`config.mk`:
```
export PLATFORM = sky130hd
export DESIGN_NAME = rpint_tx
export DESIGN_NICKNAME = d
export VERILOG_FILES = /design/src/rtl/rpint_tx.sv
export SDC_FILE = /design/constraint.sdc
export NUM_CORES = 1
export LEC_CHECK = 0
export BUFFER_PORTS_ARGS = -buffer_cell sky130_fd_sc_hd__buf_2
export CAP_MARGIN = 10
export CORE_MARGIN = 2
export CORE_UTILIZATION = 55
export DETAILED_ROUTE_END_ITERATION = 6
export GPL_TIMING_DRIVEN = 0
export PLACE_DENSITY_LB_ADDON = 0.15
export SYNTH_ARGS = -nofsm -noshare
export SYNTH_HDL_FRONTEND = slang
export SYNTH_SLANG_ARGS = --single-unit
```
`constraint.sdc`:
```
create_clock -name clk -period 3.2 [get_ports clk]
set_clock_uncertainty 0.1 [all_clocks]
set_input_delay 0.64 -clock clk [delete_from_list [all_inputs] [get_ports clk]]
set_output_delay 0.64 -clock clk [all_outputs]
set_load 0.02 [all_outputs]
```
`src/rtl/rpint_tx.sv`:
```
`default_nettype none
// ============================================================================
//  Module   : rpint_tx
//  Purpose  : RP interface link serial transmitter (initiator side). Each
//             accepted request is sent as one frame of AW address bits then
//             DW data bits, MSB first, on an sclk/mosi pair, followed by an
//             idle gap that marks the frame boundary for the receiver.
//  Ports    : clk      - system clock (pixel clock domain)
//             resetn   - asynchronous active-low reset
//             in_valid - frame request
//             in_ready - high while idle; a frame is accepted on a clk edge
//                        where in_valid and in_ready are both high
//             in_addr  - register address field (AW bits)
//             in_data  - data field (DW bits)
//             busy     - frame or trailing gap in progress (= !in_ready)
//             sclk     - serial clock, idle low, half-period DIV clk cycles
//             mosi     - serial data, changes only while sclk is low
//  Revision : 1.0 - initial release
// ============================================================================
module rpint_tx #(
  parameter int DIV = 4,   // clk cycles per sclk half-period (1..255)
  parameter int GAP = 16,  // idle clk cycles after each frame (1..65535)
  parameter int AW  = 8,   // address field width
  parameter int DW  = 32   // data field width
) (
  input  logic          clk,
  input  logic          resetn,
  input  logic          in_valid,
  output logic          in_ready,
  input  logic [AW-1:0] in_addr,
  input  logic [DW-1:0] in_data,
  output logic          busy,
  output logic          sclk,
  output logic          mosi
);

  localparam int FW  = AW + DW;
  localparam int BCW = $clog2(FW);
  // Counters run 0..N-1; keep at least one bit so DIV=1 / GAP=1 stay legal.
  localparam int DCW = (DIV > 1) ? $clog2(DIV) : 1;
  localparam int GCW = (GAP > 1) ? $clog2(GAP) : 1;

  localparam logic [BCW-1:0] LAST_BIT = BCW'(FW - 1);
  localparam logic [DCW-1:0] LAST_DIV = DCW'(DIV - 1);
  localparam logic [GCW-1:0] LAST_GAP = GCW'(GAP - 1);

  typedef enum logic [1:0] {
    S_IDLE = 2'd0,
    S_LOW  = 2'd1,
    S_HIGH = 2'd2,
    S_GAP  = 2'd3
  } state_t;

  state_t           state_q, state_d;
  logic [FW-1:0]    shift_q, shift_d;
  logic [BCW-1:0]   bit_q,   bit_d;
  logic [DCW-1:0]   div_q,   div_d;
  logic [GCW-1:0]   gap_q,   gap_d;
  logic             sclk_q,  sclk_d;
  logic             mosi_q,  mosi_d;
  logic [FW-1:0]    frame_w;

  assign frame_w = {in_addr, in_data};

  always_ff @(posedge clk or negedge resetn) begin
    if (!resetn) begin
      state_q <= S_IDLE;
      shift_q <= '0;
      bit_q   <= '0;
      div_q   <= '0;
      gap_q   <= '0;
      sclk_q  <= 1'b0;
      mosi_q  <= 1'b0;
    end else begin
      state_q <= state_d;
      shift_q <= shift_d;
      bit_q   <= bit_d;
      div_q   <= div_d;
      gap_q   <= gap_d;
      sclk_q  <= sclk_d;
      mosi_q  <= mosi_d;
    end
  end

  // sclk/mosi are computed one cycle ahead, alongside the next state, so the
  // pins come straight from flops and always agree with state_q.
  always_comb begin
    state_d = state_q;
    shift_d = shift_q;
    bit_d   = bit_q;
    div_d   = div_q;
    gap_d   = gap_q;
    sclk_d  = 1'b0;
    mosi_d  = 1'b0;
    case (state_q)
      S_IDLE: begin
        if (in_valid) begin
          shift_d = frame_w;
          bit_d   = '0;
          div_d   = '0;
          state_d = S_LOW;
          mosi_d  = frame_w[FW-1];
        end
      end
      S_LOW: begin
        mosi_d = shift_q[FW-1];
        if (div_q == LAST_DIV) begin
          div_d   = '0;
          state_d = S_HIGH;
          sclk_d  = 1'b1;
        end else begin
          div_d = div_q + 1'b1;
        end
      end
      S_HIGH: begin
        mosi_d = shift_q[FW-1];
        sclk_d = 1'b1;
        if (div_q == LAST_DIV) begin
          div_d  = '0;
          sclk_d = 1'b0;
          if (bit_q < LAST_BIT) begin
            // Present the next bit as sclk falls; it is stable for the
            // whole low phase before the receiver's rising-edge sample.
            shift_d = shift_q << 1;
            bit_d   = bit_q + 1'b1;
            state_d = S_LOW;
            mosi_d  = shift_q[FW-2];
          end else begin
            gap_d   = '0;
            state_d = S_GAP;
            mosi_d  = 1'b0;
          end
        end else begin
          div_d = div_q + 1'b1;
        end
      end
      S_GAP: begin
        if (gap_q == LAST_GAP) begin
          state_d = S_IDLE;
        end else begin
          gap_d = gap_q + 1'b1;
        end
      end
      default: state_d = S_IDLE;
    endcase
  end

  assign in_ready = (state_q == S_IDLE);
  assign busy     = ~in_ready;
  assign sclk     = sclk_q;
  assign mosi     = mosi_q;

endmodule
`default_nettype wire

```
* Word level (Yosys, flattened, before mapping)
Index checks and enable logic that the tools add are counted.
** Storage, ports and cells
- Output and inout bits :: 4
- Word-level logic and storage cells :: 61
- Input bits :: 43
- Register bits after elaboration :: 56
** Cells by class
- Equal/unequal tests :: 12
- Muxes and demuxes :: 28
- Bitwise logic cells :: 1
- Magnitude comparators :: 1
- Add/sub/neg operators :: 3
- Reduce and logical (&&, ||, !) cells :: 9
** Operator list (number)
- 40-bit two-way mux :: 3
- 40-bit case mux with 2 select lines :: 1
- 6-bit two-way mux :: 3
- 2-bit two-way mux :: 7
- 2-bit != test, second input constant :: 7
- 4-bit two-way mux :: 3
- 6-bit case mux with 2 select lines :: 1
- 4-bit AND reduction :: 3
- 2-bit case mux with 4 select lines :: 1
- 4-bit case mux with 2 select lines :: 1
- 6-bit by 1-bit adder with 6-bit output, second input constant :: 1
- 2-bit == test, second input constant :: 3
- 6-bit < comparator, second input constant :: 1
- 2-bit nonzero test :: 3
- 1-bit two-way mux :: 5
- 4-bit by 1-bit adder with 4-bit output, second input constant :: 1
- 4-bit == test, second input constant :: 1
- 2-bit case mux with 2 select lines :: 1
- 1-bit case mux with 3 select lines :: 1
- 2-bit by 1-bit adder with 2-bit output, second input constant :: 1
- 2-bit by 1-bit == test with 1-bit output, second input constant :: 1
- 2-bit logical NOT :: 1
- 1-bit case mux with 2 select lines :: 1
- 2-bit AND reduction :: 1
- other kinds (2) :: 2

* Longest topological paths before layout
- Depth after elaboration :: 4
- Mapped depth :: 8
- Gate-level depth less buffers :: 6

* Worst setup path after synthesis
Ideal clock, no wire load.
- Path kind :: flip-flop to flip-flop
- Start point :: reg state_q[0]
- End point :: reg shift_q[31]
- Buffers on the path :: 2
- Period minus slack after synthesis :: 2215 ps
- Slack :: 985 ps
- Required time :: 2974 ps
- Arrival :: 1989 ps
- Library setup time :: 126 ps
- Stages on the path, launching flop included :: 8
- Cell sequence :: dfrtp_1 -> inv_1 -> ha_1 -> mux2i_1 -> nor2_1 -> buf_2 -> buf_2 -> a221o_1
** Between the ends
- Longest elaborated chain between the ends :: 3
- Elaborated cells between the ends (all ways) :: 8
- Classes of those cells :: eq/ne (4); mux (1); reduce/logical (3)
** Ends and longest elaborated chain
- start, declared :: RTL line 54 : state_t state_q, state_d;
- start signal, assigned :: RTL line 75 : state_q <= state_d;
- 2-bit logical NOT *
- net in_ready :: RTL line 29 : output logic in_ready,
- 2-bit != test (no source line) or 2-bit nonzero test (tied branches)
- 4-bit AND reduction (no source line)
- end signal, assigned :: RTL line 76 : shift_q <= shift_d;
- end, declared :: RTL line 55 : logic [FW-1:0] shift_q, shift_d;
The timed path passes the listed nets; every way through them passes the cells marked *.
A chain may end at the register's enable or synchronous reset.

* Final worst setup path
- Start point :: reg state_q[0]
- End point :: reg shift_q[31]
** Between the ends
- Longest elaborated chain between the ends :: 3
- Elaborated cells between the ends (all ways) :: 8
- Classes of those cells :: eq/ne (4); mux (1); reduce/logical (3)
** Ends and longest elaborated chain
- 2-bit == test or 2-bit logical NOT (tied branches) :: RTL line 95 : case (state_q)
- 2-bit != test (no source line) or 2-bit nonzero test (tied branches)
- 4-bit AND reduction (no source line)
Parallel ways exist; a longest one is shown, timed or not.

==> flow_summary.yaml <==
flow_run:
  maxCapViolations: 0
timing:
  tightest_slew_ns: 0.735
  slew_viol_final: 0
  hold_violations: 0
  maxClockFrequency_ghz: 0.389
  share_of_the_cycle_needed_by_the_critical_path_after_routing: 0.803
  rsz0062_at_grt: "false"
  timing.final.setup_violations: 0
  fin_tns_setup_ns: 0
  fin_hold_ws_ns: 0.136
  slew_hr: 0.496
  fin_crit_ns: 2.57
clock_tree:
  tritoncts_clock_tree: "built"
  postCtsSetupBuffers: 0
  root_buffer: "sky130_fd_sc_hd__clkbuf_8"
  ctsResizeCount: 0
  max-clock-path-buffers: 2
  ctsHtreeMaxLevel: 2
  tritoncts.num_buffers: 5
  cts.hold.buffers_added: 0
  worst_setup_hold_path_clk_slew_ns: 0.11
  worst_skew_pair_latency_ns: 0.32
  tritoncts_sink_count: 56
power_and_ir_drop:
  seq_power_share: 0.400
  vdd_drop_max_mv: 0.479
  power_frac_comb: 0.469
  leakagePower_nw: 1.45
  net_switching_component_of_the_power_w: 0.00124
  netSwitchingFraction: 0.404
  pwr-share-clk: 0.131
  power.density_cell_area_nw_per_um2: 911
  internal_power_w: 0.00183
final_layout:
  antenna_diode_count: 0
  share_of_final_layout_standard_cells_stronger_than_drive_strength_1: 0.197
  nets_finish: 405
  flow.area_growth_from_synthesis_pct: 14.6
  fin_cells: 426
synthesis:
  synth_area_per_cell_um2: 9.76
  post_synth_edffs: 0
  synthesis.nets: 351
  synth-async-reset-ratio: 1.00
  yosysWarnings: 0
  syn-instance-count: 301
  synth_seq_cells: 56
  ys_types: 38
  synth.yosys.seq_area_share: 0.477
  ys.flop_type: "sky130_fd_sc_hd__dfrtp_1"
  synth_area_um2: 2940
hold_path:
  min_path_type: "input port to async pin"
setup_path:
  timing.critical_path.fanout_max: 10
  crit_path_max_incr_delay_ns: 0.67
  timing.rr.end: "shift_q[31]$_DFFE_PN0P_"
  worst_r2r_startpoint: "state_q[0]$_DFFE_PN0P_"
  crit_chain: "inv_1, ha_1, mux2i_1, nor2_1, buf_2, buf_2, a221o_1"
  critPathMostFrequentCell: "sky130_fd_sc_hd__buf_2"
  r2r.worst_path.cells: 7
  crit_slowest_cell: "sky130_fd_sc_hd__mux2i_1"
  critical_path_required_ns: 3.30
  cp-end-kind: "flop"
  cp_data_arrival_time_ns: 2.67
  reg2reg_setup_slack_ns: 0.63
  criticalPathCategory: "flop to flop"
  worst_setup_path_start_kind: "flop"
detailed_routing:
  drc: 0
  avgRoutedWirePerCell_um: 16.5
  detail_route.first_pass.iterations: 5
  drt_iter0_markers: 305
  route.detailed.vias_per_inst: 6.34
  dr_total_vias: 2701
  routed_wl_um: 7040
  route.antenna.remaining_nets: 0
die:
  die_width_um: 77.1
  die_height_um: 77.1
  floorplan.rows: 26
  core_area_um2: 5140
  ioPinCount: 47
  start_util: 0.572
  die-area_um2: 5940
grt:
  global_route.usage.total: 0.254
  globalRoute.totalOverflow: 0
  grt_antenna_before_repair: 0
  grt_pass1_vias: 2683
  grt_start_max_net_pins: 41
  grt_pass1_wl_um: 12400
placement:
  post-place-cells: 418
  port_buffers: 46
  dp_hpwl_um: 4950
  gpl.final_weighted_congestion: 0.798
outcome:
  run_status: "completed"
==> critical path, delay by kind of cell, from the launching register on <==
family / cells / cell delay, ns
AO/OA/AOI/OAI: 1 / 0.32
buffers and inverters: 3 / 0.53
adder cells (fa/ha/maj): 1 / 0.30
multiplexers: 1 / 0.67
AND/OR/NAND/NOR: 1 / 0.10
flip-flops: 1 / 0.43
==> registers in the layout, indices dropped and copies added (netlist names) <==
name	flops
mosi	1
bit_q	6
gap_q	4
div_q	2
sclk	1
shift_q	40
state_q	2
==> power groups by stage <==
stage	Sequential (W)	Combinational (W)	Clock, W
4_1_cts	0.00122	0.00143	0.000410
3_5_place_dp	0.00124	0.00143	0
3_3_place_gp	0.00122	0.00138	0
6_report	0.00123	0.00144	0.000402
2_1_floorplan	0.00120	0.00109	0
5_1_grt	0.00126	0.00161	0.000433
==> layout make-up <==
type                            instances  area [um^2]
Fill cell                             444         1770
Sequential cell                        56         1400
Multi-Input combinational cell        211         1390
Timing Repair Buffer                   47          250
Buffer                                 26          123
Tap cell                               70         87.6
Clock buffer                            5         68.8
Inverter                                8         30.0
Clock inverter                          3         21.3
==> placed cells by master (no fill, tap or decap), types with 4 or more instances in the layout <==
master                     instances
sky130_fd_sc_hd__a31oi_1           4
sky130_fd_sc_hd__mux2i_1           4
sky130_fd_sc_hd__nand2_1          38
sky130_fd_sc_hd__nor2_1            8
sky130_fd_sc_hd__nand3_1          10
sky130_fd_sc_hd__clkbuf_8          5
sky130_fd_sc_hd__dfrtp_1          56
sky130_fd_sc_hd__o21ai_0           6
sky130_fd_sc_hd__o22ai_1          54
sky130_fd_sc_hd__inv_1             8
sky130_fd_sc_hd__buf_2            54
sky130_fd_sc_hd__clkbuf_1         15
sky130_fd_sc_hd__ha_1              7
sky130_fd_sc_hd__a221o_1          25
sky130_fd_sc_hd__a21oi_1          16
==> worst max-delay path by stage <==
| stage | start | end | slack [ns] | depth (start not counted) |
|---|---|---|---|---|
| 2_1_floorplan | state_q[0]$_DFFE_PN0P_ | shift_q[31]$_DFFE_PN0P_ | 0.98 | 7 |
| 3_3_place_gp | state_q[0]$_DFFE_PN0P_ | shift_q[31]$_DFFE_PN0P_ | 0.70 | 7 |
| 3_5_place_dp | state_q[0]$_DFFE_PN0P_ | mosi$_DFF_PN0_ | 0.66 | 7 |
| 4_1_cts | state_q[0]$_DFFE_PN0P_ | mosi$_DFF_PN0_ | 0.63 | 7 |
| 5_1_grt | state_q[0]$_DFFE_PN0P_ | shift_q[34]$_DFFE_PN0P_ | 0.40 | 7 |
| 6_report | state_q[0]$_DFFE_PN0P_ | shift_q[31]$_DFFE_PN0P_ | 0.63 | 7 |
==> through the flow <==
step	instance area, um^2	utilization	power (W)	setup WS, ns
finish	3370	0.655	0.00307	0.631
detailed placement	3280	0.638	0.00267	0.664
global route	3370	0.655	0.00330	0.397
global placement	3260	0.634	0.00260	0.701
floorplan	2940	-	0.00229	0.985
CTS	3370	0.655	0.00307	0.635
==> Yosys cell counts, drive strengths merged (2+ instances only) <==
library cell,n,share of area
and3,3,0.0064
a22o,2,0.0060
inv,8,0.010
ha,7,0.030
nand4,3,0.0064
o31ai,2,0.0051
nor2b,3,0.0064
mux2i,4,0.014
a31oi,4,0.0085
a211oi,3,0.0077
nand3,10,0.017
a221o,25,0.085
nand2,38,0.049
dfrtp,56,0.48
nand3b,2,0.0051
o22ai,54,0.11
o32a,2,0.0068
a21oi,16,0.027
o211ai,3,0.0094
clkbuf,15,0.019
buf,11,0.023
nor2,8,0.010
a211o,2,0.0060
a21o,2,0.0051
o21ai,7,0.012
nand2b,3,0.0064
==> logic make-up after synthesis <==
group	share of synthesized area
and+or+nand+nor	0.111
muxes	0.0175
buffers and inverters	0.0519
adders and majority gates	0.0298
DFF	0.477
AOI/OAI and AO/OA	0.313
==> metal layers <==
| metal | track usage | vias to the layer above | wire (um) |
|---|---|---|---|
| met2 | 0.418 | 92 | 3440 |
| met4 | 0.0714 | 0 | 104 |
| met5 | 0 | - | 0 |
| met1 | 0.350 | 1310 | 3140 |
| met3 | 0.0400 | 12 | 358 |
| li1 | - | 1287 | - |
Note: power is estimated with default switching activity, not from simulation.
